## src/rtl/seq_ctrl_pkg.sv

```systemverilog
// ============================================================================
// Module   : seq_ctrl_pkg
// Brief    : State encoding and the saturating counter helper for the sequencer.
// Revision : 1.0
// ============================================================================
`default_nettype none

package seq_ctrl_pkg;

  localparam int unsigned STATE_W = 3;

  typedef enum logic [STATE_W-1:0] {
    ST_IDLE   = 3'd0,
    ST_CLEAR  = 3'd1,
    ST_SHIFT  = 3'd2,
    ST_DRAIN  = 3'd3,
    ST_REPORT = 3'd4
  } state_e;

  // Holds at max_value instead of wrapping.
  function automatic int unsigned sat_inc(input int unsigned value,
                                          input int unsigned max_value);
    return (value >= max_value) ? max_value : value + 32'd1;
  endfunction

endpackage

`default_nettype wire

```

## src/rtl/piso_shifter.sv

```systemverilog
// ============================================================================
// Module   : piso_shifter
// Brief    : Parallel-load, shift-left register presenting its MSB serially.
// Revision : 1.0
// ============================================================================
`default_nettype none

module piso_shifter #(
  parameter int unsigned WIDTH = 16
) (
  input  logic             clk,
  input  logic             reset,
  input  logic             load_i,
  input  logic             shift_i,
  input  logic [WIDTH-1:0] data_i,
  output logic             msb_o
);

  logic [WIDTH-1:0] shreg_q;

  // Load wins over shift; the two are never requested together by the sequencer.
  always_ff @(posedge clk) begin
    if (reset) begin
      shreg_q <= '0;
    end else if (load_i) begin
      shreg_q <= data_i;
    end else if (shift_i) begin
      shreg_q <= {shreg_q[WIDTH-2:0], 1'b0};
    end
  end

  assign msb_o = shreg_q[WIDTH-1];

endmodule

`default_nettype wire

```

## src/rtl/seq_detect_sequencer.sv

```systemverilog
// ============================================================================
// Module   : seq_detect_sequencer
// Brief    : Serializes words into a sequence-detector FSM and reports hit counts.
// Revision : 1.0
// ============================================================================
`default_nettype none

module seq_detect_sequencer
  import seq_ctrl_pkg::*;
#(
  parameter int unsigned WORD_W         = 16,
  parameter int unsigned CNT_W          = 5,
  parameter int unsigned CLEAR_PER_WORD = 1,
  parameter int unsigned DET_MEALY      = 0
) (
  input  logic              clk,
  input  logic              reset,
  input  logic              in_valid,
  output logic              in_ready,
  input  logic [WORD_W-1:0] in_word,
  output logic              det_x,
  output logic              det_clr,
  input  logic              det_y,
  output logic              out_valid,
  input  logic              out_ready,
  output logic [CNT_W-1:0]  out_count,
  output logic              busy
);

  localparam int unsigned      BC_W       = $clog2(WORD_W);
  localparam logic [BC_W-1:0]  C_LAST_BIT = BC_W'(WORD_W - 1);
  localparam int unsigned      C_CNT_MAX  = (32'd1 << CNT_W) - 32'd1;

  state_e             state_q;
  logic [BC_W-1:0]    bit_cnt_q;
  logic [CNT_W-1:0]   hit_cnt_q;
  logic [CNT_W-1:0]   hit_cnt_d;
  logic               in_ready_q;
  logic               out_valid_q;
  logic [CNT_W-1:0]   out_count_q;
  logic               busy_q;
  logic               shreg_msb;
  logic               accept;
  logic               count_en;

  assign accept = (state_q == ST_IDLE) && in_valid && in_ready_q;

  // A Moore detector answers one cycle late, so its first SHIFT sample is
  // skipped and the missing one is taken in DRAIN instead.
  assign count_en = ((state_q == ST_SHIFT) && ((DET_MEALY != 0) || (bit_cnt_q != '0)))
                  || (state_q == ST_DRAIN);

  assign hit_cnt_d = (count_en && det_y)
                   ? CNT_W'(sat_inc(32'(hit_cnt_q), C_CNT_MAX))
                   : hit_cnt_q;

  piso_shifter #(
    .WIDTH (WORD_W)
  ) u_piso (
    .clk     (clk),
    .reset   (reset),
    .load_i  (accept),
    .shift_i (state_q == ST_SHIFT),
    .data_i  (in_word),
    .msb_o   (shreg_msb)
  );

  always_ff @(posedge clk) begin
    if (reset) begin
      state_q     <= ST_IDLE;
      bit_cnt_q   <= '0;
      hit_cnt_q   <= '0;
      in_ready_q  <= 1'b1;
      out_valid_q <= 1'b0;
      out_count_q <= '0;
      busy_q      <= 1'b0;
    end else begin
      case (state_q)
        ST_IDLE: begin
          if (accept) begin
            bit_cnt_q  <= '0;
            hit_cnt_q  <= '0;
            in_ready_q <= 1'b0;
            busy_q     <= 1'b1;
            state_q    <= (CLEAR_PER_WORD != 0) ? ST_CLEAR : ST_SHIFT;
          end
        end
        ST_CLEAR: begin
          state_q <= ST_SHIFT;
        end
        ST_SHIFT: begin
          hit_cnt_q <= hit_cnt_d;
          bit_cnt_q <= bit_cnt_q + BC_W'(1);
          if (bit_cnt_q == C_LAST_BIT) begin
            if (DET_MEALY != 0) begin
              out_valid_q <= 1'b1;
              out_count_q <= hit_cnt_d;
              state_q     <= ST_REPORT;
            end else begin
              state_q <= ST_DRAIN;
            end
          end
        end
        ST_DRAIN: begin
          hit_cnt_q   <= hit_cnt_d;
          out_valid_q <= 1'b1;
          out_count_q <= hit_cnt_d;
          state_q     <= ST_REPORT;
        end
        ST_REPORT: begin
          if (out_ready) begin
            out_valid_q <= 1'b0;
            in_ready_q  <= 1'b1;
            busy_q      <= 1'b0;
            state_q     <= ST_IDLE;
          end
        end
        default: begin
          out_valid_q <= 1'b0;
          in_ready_q  <= 1'b1;
          busy_q      <= 1'b0;
          state_q     <= ST_IDLE;
        end
      endcase
    end
  end

  assign in_ready  = in_ready_q;
  assign out_valid = out_valid_q;
  assign out_count = out_count_q;
  assign busy      = busy_q;
  assign det_x     = (state_q == ST_SHIFT) && shreg_msb;
  // Combinational on reset so the detector clears on the same edge as this block.
  assign det_clr   = reset || (state_q == ST_CLEAR);

endmodule

`default_nettype wire
```

## config.mk

```make
export PLATFORM = sky130hd
export DESIGN_NAME = seq_detect_sequencer
export DESIGN_NICKNAME = d
export VERILOG_FILES = /design/src/rtl/seq_ctrl_pkg.sv /design/src/rtl/piso_shifter.sv /design/src/rtl/seq_detect_sequencer.sv
export SDC_FILE = /design/constraint.sdc
export NUM_CORES = 1
export LEC_CHECK = 0
export BUFFER_PORTS_ARGS = -buffer_cell sky130_fd_sc_hd__buf_2
export CAP_MARGIN = 10
export CORE_MARGIN = 2
export CORE_UTILIZATION = 35
export CTS_CLUSTER_DIAMETER = 150
export DETAILED_ROUTE_END_ITERATION = 10
export GPL_TIMING_DRIVEN = 0
export PLACE_DENSITY = 0.64
export SYNTH_ARGS = -nofsm -noshare
export SYNTH_HDL_FRONTEND = slang
export SYNTH_SLANG_ARGS = --single-unit
```

## constraint.sdc

```tcl
create_clock -name clk -period 2.2 [get_ports clk]
set_clock_uncertainty 0.2 [all_clocks]
set_input_delay 0.33 -clock clk [delete_from_list [all_inputs] [get_ports clk]]
set_output_delay 0.33 -clock clk [all_outputs]
set_load 0.005 [all_outputs]
```

==> results of run 1 <==
==> path summary, 6_finish.rpt <==
| check | start | end | slack [ns] | cells past startpoint |
|---|---|---|---|---|
| worst max register to register | hit_cnt_q[1] | hit_cnt_q[3] | 0.19 | 6 |
| worst min register to register | out_count[4] | out_count[4] | 0.25 | 2 |
| worst min-delay path | in_word[0] | u_piso.shreg_q[0] | 0.08 | 3 |
| worst max-delay path | state_q[2] | det_x | 0.14 | 6 |
==> registers in the layout, summed over array words and instances, names as in the netlist <==
register	flops
bit_cnt_q	4
busy	1
hit_cnt_q	5
in_ready	1
out_count	5
out_valid	1
state_q	3
u_piso.shreg_q	16
==> routing by layer <==
metal	wire length (µm)	vias up	part of all wire (%)
met5	0	-	0
met4	77	0	2.0
met3	204	10	5.3
met2	1750	35	45
met1	1820	709	47
li1	-	778	-
==> placed cells by master (no fill, tap or decap), types with 3 or more instances in the layout <==
master     n
ha_1       4
a21oi_1   28
buf_2     35
nand2_1   25
dfxtp_1   36
inv_1      5
nor2_1     4
a22oi_1   15
nand3b_1   7
clkbuf_8   5
nand3_1    6
o31ai_2    3
buf_4      3
clkbuf_1   7
nor3_1     5
o21ai_0    4
==> cell type report <==
class / count / share of cell area [%]
Multi-Input combinational cell: 137 / 44.1
Sequential cell: 36 / 34.9
Timing Repair Buffer: 29 / 7.03
Tap cell: 67 / 4.06
Buffer: 16 / 3.82
Clock buffer: 6 / 3.51
Clock inverter: 2 / 1.70
Inverter: 5 / 0.909
==> power by group <==
| part | leakage (µW) | internal, µW | switching [µW] | total [µW] |
|---|---|---|---|---|
| registers | 0.000293 | 714 | 34.8 | 749 |
| logic | 0.000478 | 153 | 245 | 398 |
| clock network | 0.0000552 | 336 | 239 | 575 |
| total | 0.000826 | 1200 | 519 | 1720 |
==> kinds of logic after synthesis <==
kind of cell	after synthesis	share of synthesized area (%)
compound gates	66	27.5
xor+xnor	1	0.513
fa+ha+maj	4	2.93
buf+inv	21	5.42
flops	36	42.2
simple gates	66	21.5
==> repair_timing <==
item	4_1_cts	5_1_grt
gates resized for setup	3	4
setup endpoints to repair	1	3
cloned	0	0
hold buffers	0	0
==> through the flow <==
stage,worst slack (ns),util (%),hold WS [ns],area [µm²],instances
final,0.143,43.7,0.0817,2070,298
after CTS,0.0481,43.5,0.0778,2060,298
after floorplan,0.274,-,0.232,1710,194
after global routing,0.0223,43.7,0.0944,2070,298
after detailed placement,0.104,41.0,0.246,1940,290
after global placement,0.115,41.0,0.240,1940,290
==> worst max-delay path, stage by stage (launching register included) <==
cell and delay, ns:
dfxtp_1 0.35, buf_4 0.18, nand2b_4 0.20, nor2_2 0.06
buf_4 0.17, and2_1 0.15, buf_2 0.12
==> run summary, run 1 <==
run status - completed
Syn Nets - 219
WS Path Type - register to output port
cell taking the most area after synthesis - dfxtp_1
TritonCTS clock tree - done
required time of the critical path - 1.67 ns
num rows - 25
clk sinks - 36
Initial Util - 36.2%
synth unique cells - 44
GP Congestion - 0.839
Vias - 1532
antenna fix cells - 0
largest cells by area after synthesis - dfxtp_1, a21oi_1, a22oi_1, nand2_1, nand3b_1
Root Driver - clkbuf_8
pin count of the biggest net entering global routing - 12
vias in the first global route - 1429
met2 Track Usage GR - 24.0%
sequential share of the synthesized area - 42.2%
DRC violations left - 0
Post-Syn Instances - 194
final hold violations - 0
CTS Buf Count - 5
post-route ant nets - 0
prevailing post-synth register cell - dfxtp_1
I/O pin cnt - 31
die width - 73.9 µm
Peak Freq - 486 MHz
Clock Path Buffers - 2
Pleak - 0.000826 µW
Clock Latency Late Sink - 0.29 ns
VDD IR max - 0.000354 V
Min Clock Period, post-route - 2.06 ns
global-route wire length before repair - 6.67 mm
top-count cell post-synth - dfxtp_1
register area - 721 µm²
crit path DAT - 1.53 ns
period utilization - 93.5%
total congestion overflow - 0
Die Ht - 73.9 µm
multi-input logic area - 911 µm²
Synth async-reset ratio - 0%
clock-pin slew on the worst setup and hold paths - 0.07 ns
Die ar. - 5460 µm²
GRT busiest layer - met2
initial drt markers - 58
M1 GR Usage - 21.2%
H-tree depth - 2
Synth top area share - 42.2%
#FFs+latches synth - 36
maxcap violations - 0
fin. max-slew vios - 0
Synth top cells by count - dfxtp_1, a21oi_1, nand2_1
Total Neg Setup Slack - 0 ns
port bufs - 29
startpoint types - register
power consumption - 1720 µW
mapped cell area - 1710 µm²
Min-Delay Path Class - primary input to register
Routed WL per cell - 12.9 µm
RSZ-0062 raised after global routing - false
synthesized area per cell - 8.81 µm²
Setup Buffers After CTS - 0
Setup crit end kind - output port
pwr dens - 834 nW/µm²
share of cells above drive strength 1 - 26.0%
DP Wirelength - 2.80 mm
CP max FO - 10
DRT Pass-1 Iters - 4
Post-layout nets - 255
number of flops mapped to enable cells by yosys - 0
final setup vio count - 0
post-DR vias/cell - 5.14
Ys Warns - 0
fillers - 501
initial antenna violation count - 0
Global Route Usage Sum - 15.9%
Max-slew headroom - 66.5%
Worst-Margin Slew - 0.498 ns
core footprint - 4720 µm²
WL final - 3.86 mm
GR Layer Usage met3 - 4.25%
Layout area overhead - 20.9%
Power figures use the tool's default switching activity.
==> run 2: changes to the inputs <==
PLACE_DENSITY = 0.66   (was 0.64)
SLEW_MARGIN = 20   (was unset)
clock period = 1.7 ns   (was 2.2 ns; I/O delays follow)
==> run 2 against run 1 <==
  * The run now ends with negative setup slack left
  * Register-to-register slack worse by 0.30 ns
  * Setup slack worse by 0.25 ns
  * Sequential share of layout area is 3.9 points lower
  * Non-clock buffer count is 16 higher
  * Via count is 5.6% higher
  * Clock power is 0.9% higher
  * Hold slack worse by 0.044 ns
  * Sequential cell count stayed put
  * Combinational power is 71% higher
  * Critical path type is now register to register
==> run summary, run 2 (synthesis gave the netlist of run 1 again) <==
run status - complete, but fails checks
failing checks - negative setup slack
period utilization - 106%
fin. max-slew vios - 0 (unchanged)
Die ar. - 5460 µm² (unchanged)
total congestion overflow - 0 (unchanged)
H-tree depth - 2 (unchanged)
Root Driver - clkbuf_8
initial drt markers - 64 (+10%)
GRT busiest layer - met2
DRT Pass-1 Iters - 4 (unchanged)
Initial Util - 36.2% (unchanged)
most common cell after layout, fill and taps aside - buf_2
core footprint - 4720 µm² (unchanged)
pwr dens - 942 nW/µm² (+13%)
final setup vio count - 11 (+11)
clock-pin slew on the worst setup and hold paths - 0.07 ns (about the same)
max reg flops - 16 (unchanged)
RSZ-0062 raised after global routing - true
Layout area overhead - 38.6%
clk sinks - 36 (unchanged)
I/O pin cnt - 31 (unchanged)
final hold violations - 0 (unchanged)
power consumption - 2230 µW (+30%)
Total Neg Setup Slack - -0.646 ns (-0.646 ns)
port bufs - 29 (unchanged)
Routed WL per cell - 14.1 µm (+8.8%)
most frequent cells in the layout - buf_2, dfxtp_1, a21oi_1
Pleak - 0.000930 µW (+13%)
Clock Latency Late Sink - 0.29 ns (about the same)
crit path DAT - 1.77 ns (+0.24 ns)
Global Route Usage Sum - 17.0% (+1.2 points)
share of cells above drive strength 1 - 41.5% (+15 points)
final setup margin - -0.107 ns (-0.251 ns)
vias in the first global route - 1564 (+9.4%)
post-route cell area - 2370 µm² (+15%)
final core utilization - 50.1% (+6.4 points)
Clock Path Buffers - 2 (unchanged)
CP max FO - 7 (-3)
pin count of the biggest net entering global routing - 11 (-1)
die width - 73.9 µm (unchanged)
TritonCTS clock tree - done
Min Clock Period, post-route - 1.81 ns
Worst-Margin Slew - 0.567 ns (+0.0689 ns)
Peak Freq - 553 MHz
maxcap violations - 0 (unchanged)
num rows - 25 (unchanged)
initial antenna violation count - 0 (unchanged)
Min-Delay Path Class - primary input to register
met2 Track Usage GR - 28.5% (+4.5 points)
VDD IR max - 0.000589 V (+66%)
Post-layout nets - 271 (+6.3%)
Die Ht - 73.9 µm (unchanged)
antenna fix cells - 0 (unchanged)
required time of the critical path - 1.66 ns (about the same)
global-route wire length before repair - 7.12 mm (+6.8%)
WS Path Type - register to register
Max-slew headroom - 62.2% (-4.3 points)
DP Wirelength - 2.86 mm (+2.1%)
post-place instance area - 2040 µm² (+5.0%)
Vias - 1618 (+5.6%)
Top reg by flops - u_piso.shreg_q
GR Layer Usage met3 - 6.04% (+1.8 points)
M1 GR Usage - 20.8% (-0.35 points)
post-DR vias/cell - 5.17 (+0.55%)
WL final - 4.41 mm (+14%)
startpoint types - register
DRC violations left - 0 (unchanged)
post-route ant nets - 0 (unchanged)
Setup crit end kind - register
hold_ws - 0.0375 ns (-0.0443 ns)
CTS Buf Count - 5 (unchanged)
GP Congestion - 0.794 (-5.3%)
run 2: cell count changes in the layout (fill, tap and decap cells not counted), moves of 5 or more:
cell / change
buf_4: +15
buf_6: +5
buf_2: -5
dfxtp_1: -7
dfxtp_2: +5
run 2: power breakdown:
group	switching [µW]	internal, µW	leakage (µW)	total, µW
Sequential	45.8	924	0.000297	970
Clock	301	278	0.0000410	580
Combinational	367	315	0.000592	681
run 2: what timing repair did:
item,in CTS,in global routing
pin swaps,9,10
endpoints found under the hold margin,1,0
buffers inserted,12,8
gates cloned,0,0
resized for setup,23,15
endpoints found under the setup margin,34,14
hold buffers,1,0
run 2: metrics by stage:
stage | std cells | setup slack, ns
after floorplan | 194 | -0.0752
after global placement | 290 | -0.234
after detailed placement | 290 | -0.228
after CTS | 306 | -0.0974
after global routing | 313 | -0.169
final | 313 | -0.107
run 2: area by class of cell:
cell class | count | area, µm²
clock inverters | 1 | 5.00
plain buffers | 12 | 85.1
flip-flops and latches | 36 | 734
clock buffers | 6 | 72.6
repair buffers | 49 | 327
well taps | 67 | 83.8
fillers | 451 | 2350
multi-input cells | 137 | 1040
inverters | 5 | 18.8
run 2: path summary, 6_finish.rpt:
path | cells after the start | slack (ns) | end | start
worst max register to register | 6 | -0.11 | hit_cnt_q[4] | bit_cnt_q[0]
worst max-delay path | 6 | -0.11 | hit_cnt_q[4] | bit_cnt_q[0]
worst min register to register | 2 | 0.25 | out_count[1] | out_count[1]
worst min-delay path | 3 | 0.04 | u_piso.shreg_q[13] | in_word[13]
run 2: worst max-delay path, cell delays in order (launching register included):
cell and delay, ns:
dfxtp_2 0.33, inv_2 0.06, ha_4 0.11, or4b_4 0.51
and3_4 0.20, o221ai_2 0.17, a21oi_1 0.09
run 2: layer usage:
layer	wire length [µm]	vias up
met4	61	0
met2	2150	42
met5	0	-
li1	-	811
met1	1970	759
met3	227	6
